**src/rtl/vdp_timing_gen.sv**
```systemverilog
// vdp_timing_gen: runtime-programmable raster timing generator for the VDP.
// The register interface writes a shadow timing set. The active set drives the
// raster counters and only changes at a frame boundary, or at once while the
// generator is disabled, so a mode switch never produces a torn frame.
// CTRL and IRQ_LINE write straight into live registers.
module vdp_timing_gen #(
  parameter int HW     = 12,
  parameter int VW     = 11,
  parameter int H_VIS  = 640,
  parameter int H_FP   = 16,
  parameter int H_SYNC = 96,
  parameter int H_BP   = 48,
  parameter int V_VIS  = 480,
  parameter int V_FP   = 10,
  parameter int V_SYNC = 2,
  parameter int V_BP   = 33
) (
  input  logic          i_clk_vid,
  input  logic          i_rst,
  input  logic          i_cfg_we,
  input  logic [3:0]    i_cfg_addr,
  input  logic [15:0]   i_cfg_wdata,
  output logic          o_hs,
  output logic          o_vs,
  output logic          o_de,
  output logic          o_hblank,
  output logic          o_vblank,
  output logic [HW-1:0] o_x,
  output logic [VW-1:0] o_y,
  output logic [15:0]   o_frame_cnt,
  output logic          o_sof,
  output logic          o_irq_vblank,
  output logic          o_irq_line,
  output logic          o_commit_pending
);

  localparam logic [HW-1:0] H_ONE = HW'(1);
  localparam logic [VW-1:0] V_ONE = VW'(1);

  localparam logic [HW-1:0] D_HVIS  = HW'(H_VIS);
  localparam logic [HW-1:0] D_HFP   = HW'(H_FP);
  localparam logic [HW-1:0] D_HSYNC = HW'(H_SYNC);
  localparam logic [HW-1:0] D_HBP   = HW'(H_BP);
  localparam logic [VW-1:0] D_VVIS  = VW'(V_VIS);
  localparam logic [VW-1:0] D_VFP   = VW'(V_FP);
  localparam logic [VW-1:0] D_VSYNC = VW'(V_SYNC);
  localparam logic [VW-1:0] D_VBP   = VW'(V_BP);

  // Field order inside each set: 0 visible, 1 front porch, 2 sync, 3 back porch.
  logic [HW-1:0] r_shH  [4];
  logic [VW-1:0] r_shV  [4];
  logic [HW-1:0] r_actH [4];
  logic [VW-1:0] r_actV [4];

  logic          r_commit_pending;
  logic          r_enable;
  logic          r_hs_pol;
  logic          r_vs_pol;
  logic [VW-1:0] r_irq_line;
  logic [HW-1:0] r_hcnt;
  logic [VW-1:0] r_vcnt;
  logic [15:0]   r_frame_cnt;

  logic          w_wr_h;
  logic          w_wr_v;
  logic          w_wr_ctrl;
  logic          w_wr_irq;
  logic          w_wr_commit;
  logic [HW-1:0] w_wdata_h;
  logic [VW-1:0] w_wdata_v;
  logic          w_enable;
  logic          w_hs_pol;
  logic          w_vs_pol;
  logic [HW-1:0] w_htot;
  logic [VW-1:0] w_vtot;
  logic [HW-1:0] w_hs_start;
  logic [HW-1:0] w_hs_end;
  logic [VW-1:0] w_vs_start;
  logic [VW-1:0] w_vs_end;
  logic          w_h_last;
  logic          w_v_last;
  logic          w_frame_end;
  logic          w_apply;
  logic          w_hvis;
  logic          w_vvis;
  logic          w_hs_act;
  logic          w_vs_act;
  logic          w_h0;
  logic          w_unused;

  assign w_wr_h      = i_cfg_we && (i_cfg_addr[3:2] == 2'b00);
  assign w_wr_v      = i_cfg_we && (i_cfg_addr[3:2] == 2'b01);
  assign w_wr_ctrl   = i_cfg_we && (i_cfg_addr == 4'd8);
  assign w_wr_irq    = i_cfg_we && (i_cfg_addr == 4'd9);
  assign w_wr_commit = i_cfg_we && (i_cfg_addr == 4'd15);

  // Visible and sync fields sit at even addresses; a zero there becomes 1.
  assign w_wdata_h = ((i_cfg_wdata[HW-1:0] == '0) && !i_cfg_addr[0]) ? H_ONE : i_cfg_wdata[HW-1:0];
  assign w_wdata_v = ((i_cfg_wdata[VW-1:0] == '0) && !i_cfg_addr[0]) ? V_ONE : i_cfg_wdata[VW-1:0];
  assign w_unused  = ^i_cfg_wdata[15:HW];

  // A CTRL write in this cycle acts on this cycle's output, not one cycle later.
  assign w_enable = w_wr_ctrl ? i_cfg_wdata[0] : r_enable;
  assign w_hs_pol = w_wr_ctrl ? i_cfg_wdata[1] : r_hs_pol;
  assign w_vs_pol = w_wr_ctrl ? i_cfg_wdata[2] : r_vs_pol;

  assign w_htot     = r_actH[0] + r_actH[1] + r_actH[2] + r_actH[3];
  assign w_vtot     = r_actV[0] + r_actV[1] + r_actV[2] + r_actV[3];
  assign w_hs_start = r_actH[0] + r_actH[1];
  assign w_hs_end   = w_hs_start + r_actH[2];
  assign w_vs_start = r_actV[0] + r_actV[1];
  assign w_vs_end   = w_vs_start + r_actV[2];

  assign w_h_last    = (r_hcnt == (w_htot - H_ONE));
  assign w_v_last    = (r_vcnt == (w_vtot - V_ONE));
  assign w_frame_end = w_h_last && w_v_last;
  assign w_apply     = r_commit_pending && (!w_enable || w_frame_end);

  assign w_hvis   = (r_hcnt < r_actH[0]);
  assign w_vvis   = (r_vcnt < r_actV[0]);
  assign w_hs_act = (r_hcnt >= w_hs_start) && (r_hcnt < w_hs_end);
  assign w_vs_act = (r_vcnt >= w_vs_start) && (r_vcnt < w_vs_end);
  assign w_h0     = (r_hcnt == '0);

  // Shadow writes, commit request and the atomic shadow-to-active transfer.
  // A new commit request wins over the clear, so a request that arrives on the
  // frame-end cycle waits for the following boundary.
  always_ff @(posedge i_clk_vid) begin
    if (i_rst) begin
      r_shH            <= '{D_HVIS, D_HFP, D_HSYNC, D_HBP};
      r_shV            <= '{D_VVIS, D_VFP, D_VSYNC, D_VBP};
      r_actH           <= '{D_HVIS, D_HFP, D_HSYNC, D_HBP};
      r_actV           <= '{D_VVIS, D_VFP, D_VSYNC, D_VBP};
      r_commit_pending <= 1'b0;
    end else begin
      if (w_apply) begin
        r_actH           <= r_shH;
        r_actV           <= r_shV;
        r_commit_pending <= 1'b0;
      end
      if (w_wr_h) r_shH[i_cfg_addr[1:0]] <= w_wdata_h;
      if (w_wr_v) r_shV[i_cfg_addr[1:0]] <= w_wdata_v;
      if (w_wr_commit) r_commit_pending <= 1'b1;
    end
  end

  // Live control registers that bypass the shadow set.
  always_ff @(posedge i_clk_vid) begin
    if (i_rst) begin
      r_enable   <= 1'b1;
      r_hs_pol   <= 1'b0;
      r_vs_pol   <= 1'b0;
      r_irq_line <= '0;
    end else begin
      if (w_wr_ctrl) begin
        r_enable <= i_cfg_wdata[0];
        r_hs_pol <= i_cfg_wdata[1];
        r_vs_pol <= i_cfg_wdata[2];
      end
      if (w_wr_irq) r_irq_line <= i_cfg_wdata[VW-1:0];
    end
  end

  // Raster counters. They are held at the origin while the generator is disabled.
  always_ff @(posedge i_clk_vid) begin
    if (i_rst || !w_enable) begin
      r_hcnt <= '0;
      r_vcnt <= '0;
    end else if (w_h_last) begin
      r_hcnt <= '0;
      r_vcnt <= w_v_last ? '0 : (r_vcnt + V_ONE);
    end else begin
      r_hcnt <= r_hcnt + H_ONE;
    end
  end

  // Completed-frame counter; advances on the frame-end cycle and wraps.
  always_ff @(posedge i_clk_vid) begin
    if (i_rst) begin
      r_frame_cnt <= '0;
    end else if (w_enable && w_frame_end) begin
      r_frame_cnt <= r_frame_cnt + 16'd1;
    end
  end

  // Registered outputs, decoded from the counter state one cycle earlier.
  always_ff @(posedge i_clk_vid) begin
    if (i_rst) begin
      o_hs         <= 1'b1;
      o_vs         <= 1'b1;
      o_de         <= 1'b0;
      o_hblank     <= 1'b1;
      o_vblank     <= 1'b1;
      o_x          <= '0;
      o_y          <= '0;
      o_frame_cnt  <= '0;
      o_sof        <= 1'b0;
      o_irq_vblank <= 1'b0;
      o_irq_line   <= 1'b0;
    end else begin
      o_hs         <= (w_enable && w_hs_act) ? w_hs_pol : ~w_hs_pol;
      o_vs         <= (w_enable && w_vs_act) ? w_vs_pol : ~w_vs_pol;
      o_de         <= w_enable && w_hvis && w_vvis;
      o_hblank     <= !(w_enable && w_hvis);
      o_vblank     <= !(w_enable && w_vvis);
      o_x          <= (w_enable && w_hvis && w_vvis) ? r_hcnt : '0;
      o_y          <= (w_enable && w_vvis) ? r_vcnt : '0;
      o_frame_cnt  <= r_frame_cnt;
      o_sof        <= w_enable && w_h0 && (r_vcnt == '0);
      o_irq_vblank <= w_enable && w_h0 && (r_vcnt == r_actV[0]);
      o_irq_line   <= w_enable && w_h0 && (r_vcnt == r_irq_line) && (r_irq_line < w_vtot);
    end
  end

  assign o_commit_pending = r_commit_pending;

endmodule

```
**config.mk**
```make
export PLATFORM = sky130hd
export DESIGN_NAME = vdp_timing_gen
export DESIGN_NICKNAME = d
export VERILOG_FILES = /design/src/rtl/vdp_timing_gen.sv
export SDC_FILE = /design/constraint.sdc
export NUM_CORES = 1
export LEC_CHECK = 0
export CORE_UTILIZATION = 64
export DETAILED_ROUTE_END_ITERATION = 16
export DONT_BUFFER_PORTS = 1
export PLACE_DENSITY_LB_ADDON = 0.2
export SLEW_MARGIN = 15
export SYNTH_ARGS = -nofsm -noshare
export SYNTH_HDL_FRONTEND = slang
export SYNTH_SLANG_ARGS = --single-unit
```
**constraint.sdc**
```tcl
create_clock -name i_clk_vid -period 5.9 [get_ports i_clk_vid]
set_input_delay 0 -clock i_clk_vid [delete_from_list [all_inputs] [get_ports i_clk_vid]]
set_output_delay 0 -clock i_clk_vid [all_outputs]
set_load 0.01 [all_outputs]
```
==> impl_metrics.tcl <==
set metrics [dict create \
    io_buffer_count 0 \
    initial_utilization_pct 66.2 \
    worstHoldEndpoint "r_actH[27]" \
    placed_cell_area_sq_mm 0.0161 \
    drt-vias-per-instance 5.90 \
    layout.cells.most_common "dfxtp_1" \
    ctsLongestPathBuffers 3 \
    timing.critical_path.buf_inv 6 \
    clkLatencyLatePin_ps 560 \
    grt_pass1_vias 12600 \
    worst_hold_slack_ps -423 \
    fillCellCount 1429 \
    grt_first_pass_wirelength_mm 65.1 \
    netlist_area_sq_mm 0.0157 \
    violations "negative hold slack" \
    timing_worst_slew_pin_value_ps 1010 \
    synthMuxAreaShare_pct 8.10 \
    seq_area_frac_synth_pct 36.3 \
    floorplan.die_area_sq_mm 0.0252 \
    cp_slowest_stage_delay_ps 540 \
    io_pins 71 \
    drive_above_1_share_pct 10.7 \
    final_cells 2285 \
    cpLargestDelayFamily "compound AO/OA/AOI/OAI gates" \
    final_nets 2128 \
    status "finished with violations" \
    nets_in_the_synthesized_netlist 1963 \
    crit-reg2reg-capture "r_actV[9]" \
    ff2ff_setup_slack_ps 50 \
    crit_path_max_fanout 16 \
    cap_violations 0 \
    tritoncts "built" \
    n_antenna_cell 0 \
    grt_start_max_net_pins 251 \
    cts_max_level 1 \
    synth-edff-count 0 \
    dp.final_hpwl_mm 25.7 \
    synthSimpleGateAreaFrac_pct 18.6 \
    detail_route.wl_per_cell_um 19.5 \
    grt_overflow 0 \
    most-common-layout-cells "282 x dfxtp_1, 207 x nor2_1, 170 x nand2_1, 157 x dlygate4sd3_1, 146 x ha_1" \
    timing.final.crit_period_ps 5850 \
    finalMaxSlewViolations 0 \
    placementRows 56 \
    final_core_util_pct 81.4 \
    max_clock_skew_ps 15.6 \
    min_path_cells 1 \
    vdd_ir_drop_max_v 0.000258 \
    fp.dieW_um 159 \
    place_inst 2049 \
    clock_tree.root_cell "clkbuf_16" \
    drt_drc_violations_left 0 \
    power.static_leakage_uw 0.00899 \
    synthCells 1779 \
    layout.cell_area.non_filler_sq_mm 0.0193 \
    synth_async_sr_flop_share_pct 0 \
    synth_top_family_by_area "simple AND/OR/NAND/NOR gates" \
    synth.distinct_cells 75 \
    worst_endpoint_data_arrival_time_ps 6290 \
    p_per_area_mw_per_mm2 207 \
    slowest_stage "fa_2" \
    ys_ff_latch 285 \
    tritoncts.num_buffers 29 \
    post_synth_fa_ha_maj_area_fraction_pct 13.1 \
    ys.flop_type "dfxtp_1" \
    gp_routability_congestion 0.908 \
    clock_transition_at_path_regs_ps 70 \
    die_h_um 159 \
    max-slew-margin-rel_pct 32.3 \
    number_of_nets_still_failing_antenna_checks_after_routing 0 \
    drt-total-wl_mm 44.6 \
    sink_count 285 \
    timing.reg2reg.worst_path_depth 28 \
    worst_hold_startpoint "i_rst" \
    compound_gate_portion_of_the_synthesized_area_pct 11.8 \
    antenna_violations_before_repair 1 \
    hold_path.class "primary input to flip-flop" \
    area_delta_synth_final_pct 23.0 \
    fmax_mhz 171 \
    initialDrtViolationCount 1163 \
    worst-endpoint-required_ps 6340 \
    core_area_sq_mm 0.0238 \
    hold_vio_cnt_final 94 \
    xor_xnor_share_of_the_synthesized_area_pct 6.43 \
    rr_startpoint "r_actV[33]" \
    synth.avg_cell_area_sq_um 8.84 \
    crit_path_end_kind "flip-flop" \
    route.vias.total 13500 \
    finalSetupViolCount 0 \
    track_usage_pct 32.2 \
    yosys_warnings 0 \
    timing.final.crit_share_pct 99.1 \
    cp-start-kind "flip-flop" \
    drtPass1Iterations 7 \
    timing_worst_setup_path_type "flip-flop to flip-flop" \
]
flip-flops by register name (all words and copies together), names as in the netlist, 11 cells and up:
name / cells
r_irq_line: 11
r_vcnt: 11
r_frame_cnt: 16
o_frame_cnt: 16
r_actH: 48
r_shV: 44
r_actV: 44
r_hcnt: 12
r_shH: 48
o_y: 11
o_x: 12
synthesized netlist by cell type (all sizes together) (5+ instances only):
| cell | count | area [sq um] |
|---|---|---|
| nor4 | 22 | 138 |
| ha | 155 | 1940 |
| and3 | 8 | 50.1 |
| nand3 | 28 | 153 |
| o21a | 10 | 75.1 |
| a211oi | 14 | 115 |
| or3 | 5 | 31.3 |
| o211ai | 8 | 60.1 |
| nor3 | 41 | 295 |
| nand4 | 15 | 93.8 |
| dfxtp | 285 | 5710 |
| nor2b | 31 | 194 |
| a2111oi | 5 | 50.0 |
| o21bai | 10 | 75.1 |
| a21o | 48 | 360 |
| nor2 | 208 | 781 |
| nand2b | 23 | 144 |
| xnor2 | 60 | 541 |
| and2 | 18 | 114 |
| o21ai | 27 | 135 |
| nand3b | 16 | 120 |
| clkbuf | 63 | 236 |
| nand2 | 170 | 638 |
| mux2i | 110 | 1100 |
| buf | 17 | 161 |
| mux2 | 15 | 169 |
| fa | 6 | 120 |
| xor2 | 51 | 447 |
| inv | 130 | 488 |
| a21oi | 125 | 667 |
kinds of logic (layout without fill, tap and decap cells):
kind of cell	after synthesis	in the layout
adders and majority gates	161	161
xor gates and xnor gates	112	112
AOI/OAI and AO/OA	280	280
buffers and inverters	211	397
and+or+nand+nor	605	606
muxes	125	125
DFF	285	285
stage by stage:
step	total power (uW)	hold WS (ps)	setup WS, ps	TNS (ps)
after global placement	2080	91.1	161	0
after floorplan	2090	79.5	507	0
final	4000	-423	52.1	0
after detailed placement	2090	93.6	-9.66	-12.9
after CTS	4000	-484	4.48	0
after global routing	4100	-455	-226	-10180
per-layer routing:
metal	track usage, %	share of wire (%)	vias up
met5	0	0.018	-
met4	14.6	5.5	2
met3	6.03	7.8	172
met2	52.8	46	546
met1	41.0	41	6391
li1	-	-	6380
layout make-up:
type	count	area (sq um)	area share (%)
timing repair buffer	213	2220	11.5
inverter	131	492	2.54
multi-input combinational	1284	9500	49.2
clock inverter	16	184	0.952
clock buffer	37	816	4.22
sequential	285	5710	29.5
tap	319	399	2.06
power by group:
group | switching (uW) | internal, uW | total, uW
combinational | 61.8 | 66.6 | 128
clock | 801 | 1110 | 1920
sequential | 16.5 | 1940 | 1960
total | 879 | 3120 | 4000
worst max path at each step:
stage,to,start,depth (start not counted),slack [ps]
floorplan,r_frame_cnt[12],r_actH[36],27,510
global placement,r_frame_cnt[12],r_actV[33],25,160
detailed placement,r_actH[33],r_actH[36],29,-10
CTS,r_frame_cnt[14],r_actH[36],29,4
global route,r_actV[9],r_actV[33],28,-230
finish,r_actV[9],r_actV[33],28,50
what timing repair did:
action                                  4_1_cts  5_1_grt
resized for setup                             8       64
buffers inserted                              6       14
pin swaps                                     2       19
cloned                                        1        5
endpoints found under the hold margin       239       94
hold buffers                                155        2
endpoints found under the setup margin       37      131
Power figures use the tool's default switching activity.
